File: config.mk
export PLATFORM = sky130hd
export DESIGN_NAME = divider_seq
export DESIGN_NICKNAME = d
export VERILOG_FILES = /design/src/rtl/div_pkg.sv /design/src/rtl/div_ctrl.sv /design/src/rtl/divider_seq.sv
export SDC_FILE = /design/constraint.sdc
export NUM_CORES = 1
export LEC_CHECK = 0
export CAP_MARGIN = 0
export CORE_ASPECT_RATIO = 1.5
export CORE_MARGIN = 4
export CORE_UTILIZATION = 40
export CTS_CLUSTER_DIAMETER = 150
export DETAILED_ROUTE_END_ITERATION = 10
export GPL_ROUTABILITY_DRIVEN = 0
export PLACE_DENSITY_LB_ADDON = 0.1
export SLEW_MARGIN = 20
export SYNTH_ARGS = -nofsm -noshare
export SYNTH_HDL_FRONTEND = slang
export SYNTH_HIERARCHICAL = 1
export SYNTH_SLANG_ARGS = --single-unit
export TNS_END_PERCENT = 30
File: constraint.sdc
create_clock -name clk -period 6.8 [get_ports clk]
set_clock_uncertainty 0.05 [all_clocks]
set_input_delay 2.04 -clock clk [delete_from_list [all_inputs] [get_ports clk]]
set_output_delay 2.04 -clock clk [all_outputs]
set_load 0.02 [all_outputs]
File: src/rtl/div_pkg.sv
// Shared types and constants for the sequential restoring divider.
// Holds the default operand width, FSM state encoding and divide-by-zero quotient.
package div_pkg;

    localparam int DIV_WIDTH = 32;

    typedef enum logic [1:0] {
        IDLE = 2'd0,
        RUN  = 2'd1,
        DONE = 2'd2
    } state_e;

    // Quotient reported for divide by zero at the default width.
    localparam logic [DIV_WIDTH-1:0] DZ_QUOTIENT = '1;

endpackage

File: src/rtl/div_ctrl.sv
// Divider sequencer: FSM, iteration counter, ready/valid and datapath strobes.
// Latency: WIDTH shift cycles plus one write cycle; divide by zero writes on the next edge.
module div_ctrl
    import div_pkg::*;
#(
    parameter int WIDTH = DIV_WIDTH,
    parameter int CNT_W = 6
) (
    input  logic clk,
    input  logic rst,
    input  logic start_i,
    input  logic div_zero_i,
    output logic ready_o,
    output logic valid_o,
    output logic load_o,
    output logic shift_o,
    output logic write_o
);

    state_e             state_q, state_d;
    logic [CNT_W-1:0]   cnt_q, cnt_d;

    always_ff @(posedge clk or posedge rst) begin
        if (rst) begin
            state_q <= IDLE;
            cnt_q   <= '0;
        end else begin
            state_q <= state_d;
            cnt_q   <= cnt_d;
        end
    end

    always_comb begin
        state_d = state_q;
        cnt_d   = cnt_q;
        ready_o = 1'b0;
        valid_o = 1'b0;
        load_o  = 1'b0;
        shift_o = 1'b0;
        write_o = 1'b0;
        case (state_q)
            IDLE: begin
                ready_o = 1'b1;
                if (start_i) begin
                    load_o  = 1'b1;
                    state_d = RUN;
                    // A zero divisor jumps the counter to its terminal value so the
                    // result is written on the very next edge without iterating.
                    cnt_d   = div_zero_i ? CNT_W'(WIDTH) : '0;
                end
            end
            RUN: begin
                if (cnt_q == CNT_W'(WIDTH)) begin
                    write_o = 1'b1;
                    cnt_d   = '0;
                    state_d = DONE;
                end else begin
                    shift_o = 1'b1;
                    cnt_d   = cnt_q + 1'b1;
                end
            end
            DONE: begin
                valid_o = 1'b1;
                state_d = IDLE;
            end
            default: begin
                state_d = IDLE;
                cnt_d   = '0;
            end
        endcase
    end

endmodule

File: src/rtl/divider_seq.sv
// Multi-cycle restoring divider, one quotient bit per clock; result valid pulses one cycle.
// Optional signed mode via DIVIDER_SEQ_SIGNED_EN; start is ignored whenever ready is low.
module divider_seq
    import div_pkg::*;
#(
    parameter int WIDTH = DIV_WIDTH,
    parameter int CNT_W = 6
) (
    input  logic             clk,
    input  logic             rst,
    input  logic             start,
    input  logic [WIDTH-1:0] dividend,
    input  logic [WIDTH-1:0] divisor,
    output logic             ready,
    output logic             valid,
    output logic             dz,
    output logic [WIDTH-1:0] quotient,
    output logic [WIDTH-1:0] remainder
);

    logic load, shift, write;
    logic div_zero;

    logic [WIDTH-1:0] rem_q, rem_d;
    logic [WIDTH-1:0] quo_q, quo_d;
    logic [WIDTH-1:0] dvs_q, dvs_d;
    logic             dzp_q, dzp_d;
    logic [WIDTH-1:0] quotient_q, quotient_d;
    logic [WIDTH-1:0] remainder_q, remainder_d;
    logic             dz_q, dz_d;
    logic [WIDTH+1:0] trial;
    logic             trial_ok;

`ifdef DIVIDER_SEQ_SIGNED_EN
    logic qneg_q, qneg_d;
    logic rneg_q, rneg_d;
`endif

    assign div_zero = (divisor == '0);

    div_ctrl #(
        .WIDTH (WIDTH),
        .CNT_W (CNT_W)
    ) u_ctrl (
        .clk        (clk),
        .rst        (rst),
        .start_i    (start),
        .div_zero_i (div_zero),
        .ready_o    (ready),
        .valid_o    (valid),
        .load_o     (load),
        .shift_o    (shift),
        .write_o    (write)
    );

    // Shifted partial remainder minus divisor; two extra bits keep the borrow honest
    // when the shifted value exceeds WIDTH bits.
    assign trial    = {1'b0, rem_q, quo_q[WIDTH-1]} - {2'b00, dvs_q};
    assign trial_ok = ~|trial[WIDTH+1:WIDTH];

    always_comb begin
        rem_d       = rem_q;
        quo_d       = quo_q;
        dvs_d       = dvs_q;
        dzp_d       = dzp_q;
        quotient_d  = quotient_q;
        remainder_d = remainder_q;
        dz_d        = dz_q;
`ifdef DIVIDER_SEQ_SIGNED_EN
        qneg_d      = qneg_q;
        rneg_d      = rneg_q;
`endif
        if (load) begin
            rem_d = '0;
            dzp_d = div_zero;
`ifdef DIVIDER_SEQ_SIGNED_EN
            // Divide by zero keeps the raw dividend so it can be returned as-is.
            quo_d  = (dividend[WIDTH-1] && !div_zero) ? (~dividend + 1'b1) : dividend;
            dvs_d  = divisor[WIDTH-1] ? (~divisor + 1'b1) : divisor;
            qneg_d = dividend[WIDTH-1] ^ divisor[WIDTH-1];
            rneg_d = dividend[WIDTH-1];
`else
            quo_d  = dividend;
            dvs_d  = divisor;
`endif
        end else if (shift) begin
            if (trial_ok) begin
                rem_d = trial[WIDTH-1:0];
                quo_d = {quo_q[WIDTH-2:0], 1'b1};
            end else begin
                rem_d = {rem_q[WIDTH-2:0], quo_q[WIDTH-1]};
                quo_d = {quo_q[WIDTH-2:0], 1'b0};
            end
        end else if (write) begin
            if (dzp_q) begin
                quotient_d  = '1;
                remainder_d = quo_q;
                dz_d        = 1'b1;
            end else begin
`ifdef DIVIDER_SEQ_SIGNED_EN
                quotient_d  = qneg_q ? (~quo_q + 1'b1) : quo_q;
                remainder_d = rneg_q ? (~rem_q + 1'b1) : rem_q;
`else
                quotient_d  = quo_q;
                remainder_d = rem_q;
`endif
                dz_d        = 1'b0;
            end
        end
    end

    always_ff @(posedge clk or posedge rst) begin
        if (rst) begin
            rem_q       <= '0;
            quo_q       <= '0;
            dvs_q       <= '0;
            dzp_q       <= 1'b0;
            quotient_q  <= '0;
            remainder_q <= '0;
            dz_q        <= 1'b0;
`ifdef DIVIDER_SEQ_SIGNED_EN
            qneg_q      <= 1'b0;
            rneg_q      <= 1'b0;
`endif
        end else begin
            rem_q       <= rem_d;
            quo_q       <= quo_d;
            dvs_q       <= dvs_d;
            dzp_q       <= dzp_d;
            quotient_q  <= quotient_d;
            remainder_q <= remainder_d;
            dz_q        <= dz_d;
`ifdef DIVIDER_SEQ_SIGNED_EN
            qneg_q      <= qneg_d;
            rneg_q      <= rneg_d;
`endif
        end
    end

    assign quotient  = quotient_q;
    assign remainder = remainder_q;
    assign dz        = dz_q;

endmodule

==> impl_summary.txt <==
----------------------------------------------------
[Outcome]
  Status ... finished clean

[Timing]
  Min Tclk post-route ... 4248 ps
  Tightest slew margin relative to the limit ... 38.16%
  Pin slew with the least headroom to its limit ... around 930 ps
  Max Fclk ... around 240 MHz
  Setup slack after layout ... about 2600 ps
  Number of endpoints failing setup at the final stage ... 0
  Setup repair after global routing missed its margin ... false
  Total Neg Setup Slack ... 0 ps
  Final count of hold timing violations ... 0
  Final Max Slew Viols ... 0
  Final hold slack ... 474.0 ps
  Period utilization ... between 60% and 70%

[Logic synthesis]
  Leading area contributor after synthesis ... sky130_fd_sc_hd__dfrtp_1
  Synth Instances ... 1047
  Number of distinct standard cells referenced by the synthesized netlist ... 74
  Number of warning messages in the yosys log ... 6
  Area of the mapped netlist ... 9527 um2
  Synthesized flop and latch total ... 170
  Basic-gate share of the synthesized area counting and, or, nand and nor cells ... between 10% and 20%
  Area share of fa/ha/maj cells after synthesis ... 4.676%
  Most common cell in the netlist ... sky130_fd_sc_hd__dfrtp_1
  Share of the synthesized area in the top cell type ... roughly 45%
  Fraction of the yosys area taken by sequential cells ... between 40% and 50%
  Dominant cells by area after synthesis ... sky130_fd_sc_hd__dfrtp_1 (45%), sky130_fd_sc_hd__mux2i_1 (8.9%), sky130_fd_sc_hd__nor2_1 (5.9%)
  Post-Syn Area per Cell ... 9.099 um2
  Mux contribution to synthesized area ... 9.286%
  Most used flip-flop cell after synthesis ... sky130_fd_sc_hd__dfrtp_1
  Post-Synth XOR/XNOR Area ... about 2.7%
  Share of flip-flops with an asynchronous set or reset ... 100.0%
  Most frequent cells after synthesis ... sky130_fd_sc_hd__dfrtp_1 (170), sky130_fd_sc_hd__nor2_1 (150), sky130_fd_sc_hd__nand2_1 (106)
  Dominant combinational cell family by area after synthesis ... compound AO/OA/AOI/OAI gates
  Compound-gate portion of the synthesized area ... 18.27%
  Number of flops mapped to enable cells by yosys ... 0
  Synthesized Nets ... roughly 1100

[Critical path]
  Worst path buffer plus inverter count ... 3
  Category of cells accounting for the largest share of critical-path delay ... simple AND/OR/NAND/NOR gates
  Data required time of the critical path ... just over 7000 ps
  Largest stage delay on the critical path ... about 830 ps
  Worst-path cell chain ... clkdlybuf4s50_1 > and2_4 > inv_1 > and3_4 > buf_4 > nor2_1 > a21oi_1
  Critical Path AT ... around 4600 ps
  Setup CP Type ... in -> reg
  Highest-delay cell along the critical path ... sky130_fd_sc_hd__and3_4
  Worst Setup End Kind ... flip-flop
  Critical path launch point type ... input port
  Maximum fanout along the worst path ... 95

[Floorplan]
  Die Span X ... roughly 130 um
  Cell Rows ... 68
  Vert. Die Dim ... a little under 200 um
  Placeable core region ... approximately 23000 um2
  Number of top-level pins ... 134
  Initial standard-cell utilization of the core ... between 40 and 50%
  Die outline area ... ~26000 um2

[Placement]
  Area after detailed placement ... between 10000 and 15000 um2
  # placed instances ... 1434
  Setup slack at placement ... 2092 ps
  HPWL reported at the end of detailed placement ... 17.57 mm
  Count of input and output buffers ... between 100 and 150

[Route]
  Count of vias placed by the detailed router ... 7673
  Met3 WL post-DR ... 849 um
  DR WL met2 ... 11.83 mm
  DR WL/cell ... approximately 17 um
  Remaining number of nets flagged by the antenna check after routing ... 0
  1st-pass router iterations ... 4
  Top layer used by detailed routing ... met4
  Initial DRC count ... between 400 and 500
  Wire length the detailed router placed on met1 ... between 10 and 15 mm
  Final routed wirelength across all metal layers ... 24.22 mm
  Number of remaining DRC errors ... 0
  Vias per inst ... approximately 5.2

[Cells and area]
  Share of post-route cells with drive strength above 1 ... 6.005%
  Fin cells ... 1464
  Finished Cell Area ... about 12000 um2
  Total number of nets in the final design ... 1240
  Count of fill cells added during filler insertion ... 2206
  Post-layout utilization of the core ... about half
  Layout Area Growth over Synthesis ... 21.88%
  Diode insertion count for antenna repair ... 0
  Seq. cell area ... 4255 um2
  Area occupied by multi-input gates ... ~4800 um2

[CTS]
  Inserted Clock Buffers ... 17
  Max Root-Sink Buffers ... 2
  Clock Pin Slew Worst Setup and Hold Paths ... 70 ps
  CTS H-Tree Depth ... 4
  Post-cts resize count ... 0
  Post-CTS Setup Bufs ... 0
  Clk_lat worst skew ... 440 ps
  Number of clock sinks ... 170
  Hold buffer count at cts ... 0
  Clock tree from TritonCTS ... yes
  Root cell of the clock tree ... sky130_fd_sc_hd__clkbuf_16

[Hold path]
  Worst hold path type ... reg -> reg

[Power and ir drop]
  Maximum resistive drop on vdd ... 0.2278 mV
  Internal power ... around 3.7 mW
  Power share of the sequential group ... between 20% and 30%
  Comb pwr share ... around 57%
  Leakage component of the power ... between 5 and 6 nW
  Total power of the final layout ... about 6.7 mW
  Switching share of total power ... about 44%
  NetSw ... approximately 2.9 mW
  Total power per unit cell area ... slightly below 600 nW/um2
  Clock network fraction of total power ... between 10% and 20%

[GRT]
  Global-route wire length before repair ... roughly 39 mm
  Number of antenna violations at the first check in global routing ... 0
  Global Route Usage Sum ... a little under a fifth
  Vias in the first global route ... roughly 7400
  Grt ovf ... 0
  Largest net degree at the start of global routing ... about 110

[Job]
  Max Cap Violations ... 0

----------------------------------------------------
## metal layers
metal	global-route usage, %	vias up
met5	0	-
met2	30.95	140
met4	4.537	0
li1	-	3831
met3	3.135	16
met1	25.46	3686
## state kept, by name, indices dropped and copies added, names as in the netlist
signal / flops
quo_q: 32
dzp_q: 1
dz: 1
dvs_q: 32
u_ctrl/state_q: 2
u_ctrl/cnt_q: 6
quotient: 32
remainder: 32
rem_q: 32
## worst register-to-register path, stage by stage, from the launching register on
cell,delay (ps)
sky130_fd_sc_hd__dfrtp_1,430
sky130_fd_sc_hd__inv_1,100
sky130_fd_sc_hd__ha_1,230
sky130_fd_sc_hd__fa_1,410
sky130_fd_sc_hd__nand2b_1,170
sky130_fd_sc_hd__a21oi_2,220
sky130_fd_sc_hd__a21oi_2,170
sky130_fd_sc_hd__o31ai_4,400
sky130_fd_sc_hd__nand4_4,190
sky130_fd_sc_hd__a21oi_2,220
sky130_fd_sc_hd__a32oi_4,170
sky130_fd_sc_hd__buf_4,360
sky130_fd_sc_hd__or4_1,600
sky130_fd_sc_hd__a311oi_1,320
## worst paths after layout
kind / startpoint / to / slack (ps) / cells after the start
worst max-delay path: start / remainder[1] / 2550 / 7
worst min-delay path: dvs_q[25] / dvs_q[25] / 470 / 2
worst max register to register: quo_q[31] / rem_q[26] / 2670 / 13
worst min register to register: dvs_q[25] / dvs_q[25] / 470 / 2
max in group asynchronous: rst / dzp_q / 3570 / 3
min in group asynchronous: rst / u_ctrl/state_q[0] / 1930 / 2
## cells by family after synthesis
| kind of cell | count (synthesis) |
|---|---|
| buffers and inverters | 121 |
| multiplexers | 88 |
| AND/OR/NAND/NOR | 328 |
| AO/OA/AOI/OAI | 276 |
| adder cells (fa/ha/maj) | 35 |
| flip-flops | 170 |
| XOR/XNOR | 29 |
## cells in the final DEF, fill, tap and decap left out, types with 5 or more instances in the layout
cell type,count
sky130_fd_sc_hd__a211oi_1,25
sky130_fd_sc_hd__a21o_1,13
sky130_fd_sc_hd__a21oi_1,92
sky130_fd_sc_hd__a311oi_1,6
sky130_fd_sc_hd__a31oi_1,6
sky130_fd_sc_hd__and3_1,5
sky130_fd_sc_hd__buf_4,7
sky130_fd_sc_hd__clkbuf_16,17
sky130_fd_sc_hd__clkdlybuf4s50_1,133
sky130_fd_sc_hd__dfrtp_1,169
sky130_fd_sc_hd__ha_1,34
sky130_fd_sc_hd__inv_1,51
sky130_fd_sc_hd__mux2i_1,85
sky130_fd_sc_hd__nand2_1,106
sky130_fd_sc_hd__nand3_1,11
sky130_fd_sc_hd__nor2_1,150
sky130_fd_sc_hd__nor2b_1,7
sky130_fd_sc_hd__nor3_1,8
sky130_fd_sc_hd__nor4_1,10
sky130_fd_sc_hd__o211ai_1,5
sky130_fd_sc_hd__o21ai_0,81
sky130_fd_sc_hd__o21ai_1,8
sky130_fd_sc_hd__xnor2_1,14
sky130_fd_sc_hd__xor2_1,15
## cell type report
cell class / count / share of cell area, %
Tap cell: 315 / 3.394
Clock buffer: 19 / 3.901
Clock inverter: 11 / 1.067
Timing Repair Buffer: 140 / 11.92
Sequential cell: 170 / 36.65
Multi-Input combinational cell: 756 / 41.30
Inverter: 53 / 1.767
## power by group through the flow
stage	clock network [mW]	registers [mW]	logic (mW)
finish	0.961	1.90	3.83
global route	1.03	1.97	4.28
CTS	0.987	1.91	3.86
detailed placement	0	1.93	3.84
global placement	0	1.92	3.78
floorplan	0	1.91	2.85
(Power assumes the default switching activity.)
